[src/rtl/fetch_unit_pkg.sv]
// Shared pipeline definitions for the instruction fetch stage.
package fetch_unit_pkg;

    localparam logic [31:0] NOP_INSTR = 32'h0000_0013;  // addi x0,x0,0
    localparam logic [31:0] RESET_PC  = 32'h0000_0000;

    typedef enum logic [1:0] {
        REQ  = 2'd0,
        WAIT = 2'd1,
        HOLD = 2'd2,
        KILL = 2'd3
    } fetch_state_e;

endpackage

[src/rtl/fetch_unit_if.sv]
// Single-outstanding instruction memory request/response channel.
interface fetch_unit_if;

    logic        imem_req;
    logic [31:0] imem_addr;
    logic        imem_ready;
    logic        imem_rvalid;
    logic [31:0] imem_rdata;

    modport master (
        output imem_req,
        output imem_addr,
        input  imem_ready,
        input  imem_rvalid,
        input  imem_rdata
    );

    modport slave (
        input  imem_req,
        input  imem_addr,
        output imem_ready,
        output imem_rvalid,
        output imem_rdata
    );

endinterface

[src/rtl/fetch_unit.sv]
// Instruction fetch stage: owns the PC, issues one request at a time to
// instruction memory and holds the returned word until IF/ID takes it.
module fetch_unit
    import fetch_unit_pkg::*;
(
    input  logic               clock,
    input  logic               reset,
    input  logic               StallF,
    input  logic               PCSrcE,
    input  logic [31:0]        PCTargetE,
    fetch_unit_if.master       imem,
    output logic [31:0]        InstrF,
    output logic [31:0]        PCF,
    output logic [31:0]        PCPlus4F,
    output logic               ValidF
);

    fetch_state_e r_state;
    logic [31:0]  r_pc;
    logic [31:0]  r_buf;
    logic         r_valid;

    logic [31:0]  w_pc_target;
    logic [31:0]  w_pc_plus4;

    assign w_pc_target = {PCTargetE[31:2], 2'b00};
    assign w_pc_plus4  = r_pc + 32'd4;

    // NOTE: every register here is updated with <= so all of them see the
    // pre-edge values of each other; mixing in = would make the result
    // depend on statement order.
    always_ff @(posedge clock or posedge reset) begin
        if (reset) begin
            r_state <= REQ;
            r_pc    <= RESET_PC;
            r_buf   <= NOP_INSTR;
            r_valid <= 1'b0;
        end else if (PCSrcE) begin
            // Redirect wins; the only question is whether a response is
            // still in flight that must be swallowed in KILL.
            r_pc    <= w_pc_target;
            r_valid <= 1'b0;
            unique case (r_state)
                REQ:  r_state <= imem.imem_ready  ? KILL : REQ;
                WAIT: r_state <= imem.imem_rvalid ? REQ  : KILL;
                HOLD: r_state <= REQ;
                KILL: r_state <= imem.imem_rvalid ? REQ  : KILL;
                default: r_state <= REQ;
            endcase
        end else begin
            unique case (r_state)
                REQ: begin
                    if (imem.imem_ready) r_state <= WAIT;
                end
                WAIT: begin
                    if (imem.imem_rvalid) begin
                        r_buf   <= imem.imem_rdata;
                        r_valid <= 1'b1;
                        r_state <= HOLD;
                    end
                end
                HOLD: begin
                    if (!StallF) begin
                        r_pc    <= w_pc_plus4;
                        r_valid <= 1'b0;
                        r_state <= REQ;
                    end
                end
                KILL: begin
                    if (imem.imem_rvalid) r_state <= REQ;
                end
                default: r_state <= REQ;
            endcase
        end
    end

    assign imem.imem_req  = (r_state == REQ) && !reset;
    assign imem.imem_addr = r_pc;

    assign ValidF   = r_valid;
    assign InstrF   = r_valid ? r_buf : NOP_INSTR;
    assign PCF      = r_pc;
    assign PCPlus4F = w_pc_plus4;

    // A response is only legal while one is outstanding.
    a_rvalid_legal: assert property (
        @(posedge clock) disable iff (reset)
        imem.imem_rvalid |-> (r_state == WAIT || r_state == KILL)
    );

endmodule
[src/flat_wrapper.sv]
// flat-port wrapper written by rule: the top's interface ports become plain ports
module fetch_unit_flat import fetch_unit_pkg::*;
  (clock, reset, StallF, PCSrcE, PCTargetE, InstrF, PCF, PCPlus4F, ValidF, imem_imem_req, imem_imem_addr, imem_imem_ready, imem_imem_rvalid, imem_imem_rdata);
  fetch_unit_if imem_i ();
  input  logic clock;
  input  logic reset;
  input  logic StallF;
  input  logic PCSrcE;
  input  logic [31:0] PCTargetE;
  output logic [31:0] InstrF;
  output logic [31:0] PCF;
  output logic [31:0] PCPlus4F;
  output logic ValidF;
  output wire logic [$bits(imem_i.imem_req)-1:0] imem_imem_req;
  output wire logic [$bits(imem_i.imem_addr)-1:0] imem_imem_addr;
  input wire logic [$bits(imem_i.imem_ready)-1:0] imem_imem_ready;
  input wire logic [$bits(imem_i.imem_rvalid)-1:0] imem_imem_rvalid;
  input wire logic [$bits(imem_i.imem_rdata)-1:0] imem_imem_rdata;
  assign imem_imem_req = imem_i.imem_req;
  assign imem_imem_addr = imem_i.imem_addr;
  assign imem_i.imem_ready = imem_imem_ready;
  assign imem_i.imem_rvalid = imem_imem_rvalid;
  assign imem_i.imem_rdata = imem_imem_rdata;
  fetch_unit u_core (.clock(clock), .reset(reset), .StallF(StallF), .PCSrcE(PCSrcE), .PCTargetE(PCTargetE), .imem(imem_i), .InstrF(InstrF), .PCF(PCF), .PCPlus4F(PCPlus4F), .ValidF(ValidF));
endmodule
[config.mk]
export PLATFORM = sky130hd
export DESIGN_NAME = fetch_unit_flat
export DESIGN_NICKNAME = d
export VERILOG_FILES = /design/src/rtl/fetch_unit_pkg.sv /design/src/rtl/fetch_unit_if.sv /design/src/rtl/fetch_unit.sv /design/src/flat_wrapper.sv
export SDC_FILE = /design/constraint.sdc
export NUM_CORES = 1
export LEC_CHECK = 0
export CORE_MARGIN = 5
export CORE_UTILIZATION = 37
export DETAILED_ROUTE_END_ITERATION = 16
export PLACE_DENSITY = 0.75
export SETUP_SLACK_MARGIN = 0.02
export SLEW_MARGIN = 20
export SYNTH_ARGS = -nofsm -noshare
export SYNTH_HDL_FRONTEND = slang
export SYNTH_SLANG_ARGS = --single-unit
[constraint.sdc]
create_clock -name clock -period 2.15 [get_ports clock]
set_input_delay 0.3225 -clock clock [delete_from_list [all_inputs] [get_ports clock]]
set_output_delay 0.3225 -clock clock [all_outputs]
set_load 0.03 [all_outputs]
Word level (Yosys, flattened, before mapping)
Index checks and enable logic that the tools add are counted.
W data, S select, Z words.
{"block": "totals", "mem_bits_rw": 0, "mem_count": 0, "out_inout_bits": 130, "word_cells": 41, "rom_bits": 0, "latch_bits": 0, "regBits": 67, "inputBits": 70}
{"block": "classes", "multipliers": 0, "n_reduce_logical": 10, "n_div": 0, "n_bitwise": 1, "addsub": 1, "eq_ne": 8, "muxes": 17, "n_shift": 0, "n_lt_le_gt_ge": 0}
{"operator": "$mux W32", "count": 4}
{"operator": "$add A32 B3 Y32 const B", "count": 1}
{"operator": "$mux W2", "count": 7}
{"operator": "$ne A3 B3 Y1 const B", "count": 4}
{"operator": "$pmux W2 S4", "count": 1}
{"operator": "$pmux W2 S3", "count": 1}
{"operator": "$reduce_and A3 Y1", "count": 2}
{"operator": "$eq A2 B2 Y1 const B", "count": 2}
{"operator": "$reduce_and A4 Y1", "count": 1}
{"operator": "$mux W1", "count": 3}
{"operator": "$reduce_bool A3 Y1", "count": 1}
{"operator": "$eq A2 B1 Y1 const B", "count": 1}
{"operator": "$logic_not A2 Y1", "count": 1}
{"operator": "$ne A2 B1 Y1 const B", "count": 1}
{"operator": "$pmux W1 S2", "count": 1}
{"operator": "$reduce_and A2 Y1", "count": 1}
{"operator": "$reduce_bool A2 Y1", "count": 1}
{"operator": "$reduce_or A2 Y1", "count": 1}
{"operator": "$logic_and A1 B1 Y1", "count": 1}
{"operator": "$logic_not A1 Y1", "count": 1}
{"operator": "$not A1 Y1", "count": 1}

Longest topological paths before layout
Gate-level depths: netlist (run 1).
{"block": "depth", "ltp_word": 4, "depth_mapped": 7}

Worst setup path after synthesis (run 1)
Ideal clock, no wire load.
{"block": "synth_path", "path_kind": "register to output", "start": "reg u_core.r_pc[2] (netlist: u_core.PCF[2])", "end": "out PCPlus4F[28]", "arrival_ps": 2433, "setup_slack_ps": -605, "stages_incl_launch_ff": 7, "t_required_ps": 1827, "cell_sequence": "dfrtp_1 > ha_1 > nand3_1 > or4_1 > clkbuf_1 > nor3_1 > xor2_1"}
{"block": "synth_between", "elab_chain_len": 1}
{"item": "start: declaration", "line": "fetch_unit.sv:19", "source": "logic [31:0] r_pc;"}
{"item": "start signal: assignment", "line": "fetch_unit.sv:41", "source": "r_pc <= w_pc_target;"}
{"item": "start signal: assignment", "line": "fetch_unit.sv:64", "source": "r_pc <= w_pc_plus4;"}
{"item": "$add A32 B3 Y32", "line": "fetch_unit.sv:27", "source": "assign w_pc_plus4 = r_pc + 32'd4;"}
{"item": "end: declaration", "line": "flat_wrapper.sv:12", "source": "output logic [31:0] PCPlus4F;"}
No other way between the ends.

Worst setup path in the final report (run 1)
{"block": "layout_path", "start": "reg u_core.r_pc[2] (netlist: u_core.PCF[2])", "end": "out PCPlus4F[26]"}
Same word-level chain as after synthesis.

==> results of run 1 <==
==> worst paths after layout <==
check	startpoint	end	slack, ps	cells past startpoint
setup reg to reg	u_core.PCF[2]	u_core.PCF[17]	50	7
setup / recovery	u_core.PCF[2]	PCPlus4F[26]	-290	7
hold / removal	reset	u_core.r_buf[3]	390	2
min in group clock	u_core.r_buf[17]	u_core.r_buf[17]	500	1
hold reg to reg	u_core.r_buf[17]	u_core.r_buf[17]	500	1
max in group asynchronous	reset	u_core.r_buf[1]	1150	3
==> critical path, cell delays in order (launching register included) <==
cell and delay [ps]:
dfrtp_2 380, ha_4 150, nand3_4 70, or4_4 500, buf_12 170, nor3_4 200, xor2_4 160, buf_6 140
==> kinds of logic after synthesis <==
family	Yosys count	share of synthesized area [%]
AND/OR/NAND/NOR	173	23.6
buffers and inverters	71	10.2
flip-flops	65	40.3
AO/OA/AOI/OAI	52	7.91
XOR/XNOR	39	8.44
multiplexers	33	9.15
adder cells (fa/ha/maj)	1	0.309
other	1	0.0926
==> placed cells by master (no fill, tap or decap), types with 3 or more instances in the layout <==
cell type,count
a31oi_1,16
clkdlybuf4s50_1,133
xor2_4,5
nand3_1,12
o31ai_1,9
buf_4,76
dlymetal6s2s_1,29
nand2_1,29
and2_1,30
nand2b_1,3
xor2_2,7
xnor2_1,13
dlygate4sd2_1,4
inv_1,4
clkbuf_8,11
mux2_2,32
o21ai_0,19
a21o_1,4
nor2_1,25
nor2_4,3
nand4_1,13
or4_1,11
dfrtp_2,18
conb_1,6
dfrtp_1,44
or3_1,4
xnor2_2,4
and4_1,8
nor4_4,3
dfstp_2,3
nor3_2,4
and3_1,4
nor3_4,7
buf_6,14
buf_12,6
xor2_1,8
==> metal layers <==
layer | vias to the layer above | GRT usage, % | wire length [um]
li1 | 1914 | - | -
met4 | 0 | 6.81 | 305
met3 | 23 | 6.92 | 1340
met5 | - | 0 | 0
met2 | 176 | 32.9 | 6920
met1 | 1925 | 25.0 | 5180
==> state kept, by name, indices dropped and copies added, names as in the netlist <==
name            count
u_core.PCF         30
u_core.r_buf       32
u_core.ValidF       1
u_core.r_state      2
==> report_power, final <==
group	switching, mW	internal, mW
sequential	0.206	1.62
clock	0.484	0.712
combinational	1.15	1.07
==> what timing repair did <==
action | in CTS | in global routing
hold buffers | 0 | 0
pin swaps | 3 | 11
endpoints found under the setup margin | 27 | 56
setup buffers | 3 | 13
cloned | 0 | 1
resized for setup | 23 | 51
==> Yosys cell counts (5+ instances only) <==
cell type  instances
mux2_2            32
o21ai_0           19
and4_1            10
a31oi_1           16
nor2_1            29
or4_1             13
xnor2_1           19
o31ai_1            9
buf_4             37
dfrtp_1           62
and2_1            30
nand3_1           14
nand2_1           31
nor3_1            13
nand4_1           13
clkbuf_1          27
xor2_1            20
inv_1              5
==> area by class of cell <==
class	count	area, sq um	share of cell area [%]
clock buffers	11	151	2.11
clock inverters	5	77.6	1.08
inverters	6	22.5	0.314
multi-input cells	304	2470	34.5
flip-flops and latches	65	1650	23.1
well taps	140	175	2.44
repair buffers	265	2610	36.5
==> reports/metrics.yaml, run 1 <==
status: "finished with violations"
violations: "negative setup slack"
dieArea_sq_um: 13100
cts_buffer_depth: 2
maxCapViolCount: 0
vias: 4038
syn_area_sq_um: 4050
placed_cell_area_sq_um: 6560
dr.pass1.iters: 4
required_ps: 1830
power_density_nw_per_um2: 730
grt_first_pass_wirelength_mm: 21.3
place_ws_ps: -275
ys.warnings.count: 0
cts_tree: "built"
grt_overflow: 0
fill_cells: 864
antenna_found_initial: 0
rsz0062_at_grt: "true"
vias_per_cell: 5.07
track_usage_pct: 20.2
ys_top_cells_by_area: "dfrtp_1 (38%), mux2_2 (8.9%), buf_4 (6.9%)"
crit_fanout: 7
slew_headroom_pct: 63.1
antenna_cells: 0
initial_core_util_pct: 37.5
synth_edf_count: 0
synth_top_area_share_pct: 38.3
vdd_drop_max_mv: 0.506
hp-class: "input pin to async pin"
skew_ps: 8.71
finalCriticalPeriod_ps: 2440
drt_iter0_drc: 198
wire_per_inst_um: 17.3
yosysUniqueCellTypes: 36
fin_util_pct: 66.4
total_power_mw: 5.23
finalInstanceArea_sq_um: 7160
synth_ff_type: "dfrtp_1"
cts_sinks: 65
stdcell_count: 796
clk_latency_ps: 350
ant_nets: 0
first_global_vias: 4272
layout.nets: 722
synthCells: 435
min_period_over_period_pct: 113
worst_setup_path_end_kind: "output port"
final.setup.tns_ps: -3270
dp_hpwl_mm: 10.1
ys_seq_elements: 65
worst_hold_slack_ps: 387
rows: 38
gp_congestion: 0.858
finalHoldViolations: 0
cts_root_buffer: "clkbuf_8"
numCtsBuffers: 9
fp.dieW_um: 115
worst_slack_ps: -290
worstSetupStartpointType: "flop"
worst_ep_arrival_time_ps: 2120
slew_violations: 0
critPathKind: "flop to output port"
place_inst: 763
die-height_um: 115
p_leak_nw: 3.48
grt_max_degree: 35
ys_async_sr_fraction_pct: 100
synth_seq_area_share_pct: 40.3
max_freq_mhz: 410
worst_pin_slew_ps: 553
setup_viol: 19
drc: 0
yosysTopAreaCell: "dfrtp_1"
drive_gt1_share_pct: 32.9
core_sq_um: 10800
area_growth_pct: 77.0
routed_wl_mm: 13.7
clk_pin_slew_worst_paths_ps: 80
io_buffers: 191
htreeDepth: 3
syn_area_per_cell_sq_um: 9.30
boundaryPins: 200
No activity file was read; power rests on OpenSTA's default activity.
==> run 2: changes to the inputs <==
Settings changed: PLACE_DENSITY 0.75 to 0.78, RECOVER_POWER from default to 25.
==> run 2 against run 1 <==
Compared with the run above:
- the flow still finishes with violations (negative setup slack)
- flip-flop and latch count unchanged
- non-clock buffer count up 8
- largest power group unchanged
- highest routed layer unchanged
- via count is 0.89% higher
- final cell count rose by 1.0%
- maximum frequency down 0.39%
- die area stayed put
==> reports/metrics.yaml, run 2 (same netlist as run 1, synthesis figures left out) <==
largest-register: "u_core.r_buf"
fin_util_pct: 66.6
numCtsBuffers: 9
initial_core_util_pct: 37.5
startpoint: "u_core.PCF[2]"
grt_overflow: 0
boundaryPins: 200
drt_iter0_drc: 125
final.setup.tns_ps: -2700
status: "finished with violations"
power_density_nw_per_um2: 722
fill_cells: 840
wire_per_inst_um: 16.8
p_int_mw: 3.32
drive_gt1_share_pct: 35.2
layout.nets: 730
cts_root_buffer: "clkbuf_8"
cts_buffer_depth: 2
worstSetupStartpointType: "flop"
worst_setup_path_end_kind: "output port"
reg2reg_from: "u_core.PCF[2]"
drc: 0
io_buffers: 191
power.switching_fraction_pct: 36.1
endpoint: "PCPlus4F[26]"
dieArea_sq_um: 13100
fp.dieW_um: 115
cts_tree: "built"
violations: "negative setup slack"
core_sq_um: 10800
die-height_um: 115
vdd_drop_max_mv: 0.502
routed_wl_mm: 13.5
required_ps: 1830
finalHoldViolations: 0
power_frac_seq_pct: 35.1
rr_endpoint: "u_core.PCF[24]"
antenna_cells: 0
worst_slack_ps: -299
antenna_found_initial: 0
finalCriticalPeriod_ps: 2450
critPathKind: "flop to output port"
cts_sinks: 65
rsz0062_at_grt: "true"
worst_ep_arrival_time_ps: 2130
largest_reg_flops: 32
hold_buffers: 0
area_growth_pct: 77.7
track_usage_pct: 20.1
p_leak_nw: 3.17
crit_fanout: 7
worst_pin_slew_ps: 865
slew_headroom_pct: 42.3
clockPowerShare_pct: 22.7
maxCapViolCount: 0
rows: 38
p_comb_share_pct: 42.1
first_global_vias: 4290
layout_commonest_cell: "clkdlybuf4s50_1"
dp_hpwl_mm: 9.83
r2r_slack_ps: 100
vias: 4074
ant_nets: 0
htreeDepth: 3
total_power_mw: 5.19
gp_congestion: 0.861
dr.pass1.iters: 4
whs_path_depth: 1
worst_hold_slack_ps: 502
grt_first_pass_wirelength_mm: 21.2
slew_violations: 0
min_period_over_period_pct: 114
p_sw_mw: 1.87
reg2regPathDepth: 8
skew_ps: 8.62
vias_per_cell: 5.07
clk_pin_slew_worst_paths_ps: 80
grt_max_degree: 36
clk_latency_ps: 330
hp-class: "flop to flop"
setup_viol: 19
final_cell_mix: "clkdlybuf4s50_1 (133), buf_4 (75), dfrtp_1 (41)"
max_freq_mhz: 408
## run 2: critical path, stage by stage, from the launching register on
cell,delay [ps]
dfrtp_2,400
ha_4,160
nand3_4,70
or4_4,500
buf_12,170
nor3_4,190
xor2_4,170
buf_6,140
## run 2: area by class of cell
cell class	instances	area, sq um	share of cell area (%)
repair buffers	273	2580	35.8
inverters	6	22.5	0.313
flip-flops and latches	65	1660	23.0
clock buffers	9	124	1.72
well taps	140	175	2.44
multi-input cells	304	2540	35.3
clock inverters	7	101	1.41
## run 2: power by group through the flow
stage	registers (mW)	logic (mW)	clock network [mW]
4_1_cts	1.82	2.18	1.21
5_1_grt	1.88	2.33	1.27
3_3_place_gp	1.82	2.13	0
3_5_place_dp	1.85	2.17	0
6_report	1.82	2.19	1.18
2_1_floorplan	1.94	1.25	0
## run 2: layer usage
layer,up-vias,track usage [%],wire length (um)
li1,1921,-,-
met1,1990,23.6,5280
met2,145,35.9,7110
met3,18,4.65,936
met4,0,6.57,209
met5,-,0,0
## run 2: worst min path at each step
stage	startpoint	endpoint
after floorplan	PCTargetE[13]	u_core.PCF[13]
after global placement	u_core.r_buf[6]	u_core.r_buf[6]
after detailed placement	u_core.r_buf[11]	u_core.r_buf[11]
after CTS	reset	u_core.PCF[14]
after global routing	u_core.r_buf[12]	u_core.r_buf[12]
final	u_core.r_buf[28]	u_core.r_buf[28]
## run 2: timing repair
action | 4_1_cts | 5_1_grt
endpoints found under the setup margin | 53 | 34
hold endpoints to repair | 0 | 0
setup buffers | 24 | 8
resized for setup | 80 | 25
pin swaps | 17 | 22
gates cloned | 1 | 0
## run 2: stage by stage
stage          cell area, sq um  cells  setup WS (ps)
2_1_floorplan              4490    440           -154
3_3_place_gp               6510    760           -272
3_5_place_dp               6510    760           -287
4_1_cts                    7080    800           -343
5_1_grt                    7190    804           -371
6_report                   7190    804           -299
==> run 3: changes to the inputs <==
Settings changed: TNS_END_PERCENT from default to 20.
==> run 3 against run 2 <==
Compared with the run above:
- the run still ends with negative setup slack left
- largest cell class unchanged
- utilization decreased by 2.9 points
- highest routed layer unchanged
- clock-buffer cell count rose by 1
- setup slack improved by 40 ps
- cell area is 4.3% lower
- worst hold slack got worse by 2.2 ps
==> reports/metrics.yaml, run 3 (same netlist as run 1, synthesis figures left out) <==
fp.dieW_um: 115
slowest_stage: "or4_4"
vdd_drop_max_mv: 0.435
worst_setup_path_end_kind: "output port"
vias: 3958
worst_slack_ps: -259
worst-path-buf-inv: 2
violations: "negative setup slack"
rsz0062_at_grt: "true"
routed_wl_mm: 13.0
power_density_nw_per_um2: 751
stdcell_count: 782
ant_nets: 0
boundaryPins: 200
area_growth_pct: 70.1
dr.pass1.iters: 5
grt_max_degree: 38
skew_ps: 9.13
fill_cells: 883
first_global_vias: 4125
worst_ep_arrival_time_ps: 2090
power_frac_seq_pct: 35.1
worstSetupStartpointType: "flop"
rows: 38
drt_iter0_drc: 183
cts_sinks: 65
min_period_over_period_pct: 112
critical_path.top_delay_family: "simple AND/OR/NAND/NOR gates"
drive_gt1_share_pct: 28.7
maxCapViolCount: 0
status: "finished with violations"
wire_per_inst_um: 16.6
whs_path_depth: 1
largest_reg_flops: 32
final_cell_mix: "clkdlybuf4s50_1 (132), buf_4 (66), dfrtp_1 (53)"
fin_util_pct: 63.8
min_to: "u_core.r_buf[17]"
grt_overflow: 0
antenna_found_initial: 1
track_usage_pct: 19.3
p_sw_mw: 1.83
critPathKind: "flop to output port"
p_int_mw: 3.34
p_comb_share_pct: 41.9
cts_buffer_depth: 2
path_cells: "ha_4, nand3_2, or4_4, buf_12, nor3_4, xor2_4, buf_6"
place_ws_ps: -318
dp_hpwl_mm: 9.90
io_buffers: 191
seq_area_sq_um: 1640
reg2regPathDepth: 4
layout.nets: 707
drc: 0
setup_viol: 20
layout_commonest_cell: "clkdlybuf4s50_1"
gp_congestion: 0.824
finalCriticalPeriod_ps: 2410
worst_pin_slew_ps: 978
htreeDepth: 3
hp-class: "flop to flop"
slew_headroom_pct: 34.8
worstHoldStart: "u_core.r_buf[17]"
rr_endpoint: "u_core.PCF[31]"
slew_violations: 0
clockPowerShare_pct: 23.0
dieArea_sq_um: 13100
p_leak_nw: 3.33
multi_input_area_sq_um: 2360
finalInstanceArea_sq_um: 6880
die-height_um: 115
hold_buffers: 0
cts_root_buffer: "clkbuf_8"
placed_cell_area_sq_um: 6370
finalHoldViolations: 0
numCtsBuffers: 9
place_inst: 759
slowest_delay_ps: 500
vias_per_cell: 5.06
grt_first_pass_wirelength_mm: 20.4
cts_tree: "built"
largest-register: "u_core.r_buf"
r2r_slack_ps: 30
initial_core_util_pct: 37.5
final.setup.tns_ps: -2300
core_sq_um: 10800
crit_fanout: 7
clk_pin_slew_worst_paths_ps: 70
reg2reg_from: "u_core.r_state[0]"
power.switching_fraction_pct: 35.5
required_ps: 1830
max_freq_mhz: 415
clk_latency_ps: 330
-- run 3: cell types whose count changed in the layout (fill, tap and decap cells not counted), moves of 4 or more --
cell and change:
dfrtp_1 +12, buf_6 -13, xor2_1 +5, dlymetal6s2s_1 +28, buf_4 -9, xor2_2 -4
dlygate4sd2_1 -26, dfrtp_2 -12
-- run 3: per-layer routing --
layer | vias up | track usage, % | part of all wire, %
met5 | - | 0 | 0
met2 | 141 | 33.8 | 53
met3 | 10 | 4.92 | 7.6
met1 | 1933 | 23.0 | 38
met4 | 0 | 6.41 | 1.0
li1 | 1874 | - | -
-- run 3: power groups by stage --
stage	clock, mW	sequential (mW)	combinational (mW)
after floorplan	0	1.93	1.23
after global placement	0	1.81	2.13
after detailed placement	0	1.84	2.17
after CTS	1.23	1.82	2.18
after global routing	1.29	1.87	2.31
final	1.19	1.81	2.16
-- run 3: worst max path at each step --
stage | endpoint | from | cells past startpoint
after floorplan | PCPlus4F[28] | u_core.PCF[2] | 6
after global placement | u_core.PCF[31] | StallF | 5
after detailed placement | u_core.PCF[31] | StallF | 5
after CTS | PCPlus4F[24] | u_core.PCF[2] | 7
after global routing | PCPlus4F[28] | u_core.PCF[2] | 7
final | PCPlus4F[28] | u_core.PCF[2] | 7
-- run 3: worst register-to-register path, delay by kind of cell (launching register included) --
family | cells | cell delay [ps]
AO/OA/AOI/OAI | 1 | 180
flip-flops | 1 | 380
AND/OR/NAND/NOR | 3 | 1480
-- run 3: stage by stage --
step | power (mW) | hold slack [ps]
after floorplan | 3.16 | 442
after global routing | 5.47 | 510
after detailed placement | 4.01 | 488
final | 5.17 | 500
after CTS | 5.23 | 399
after global placement | 3.94 | 481
-- run 3: what timing repair did --
action / in CTS / in global routing
gates cloned: 0 / 0
pin swaps: 3 / 8
gates resized for setup: 21 / 50
setup endpoints to repair: 26 / 52
buffers inserted: 1 / 5
-- run 3: area by class of cell --
cell class,instances,share of cell area [%]
repair buffers,250,35.6
multi-input cells,304,34.4
flip-flops and latches,65,23.8
well taps,140,2.54
clock buffers,10,2.00
clock inverters,6,1.31
inverters,6,0.327
diodes,1,0.0364
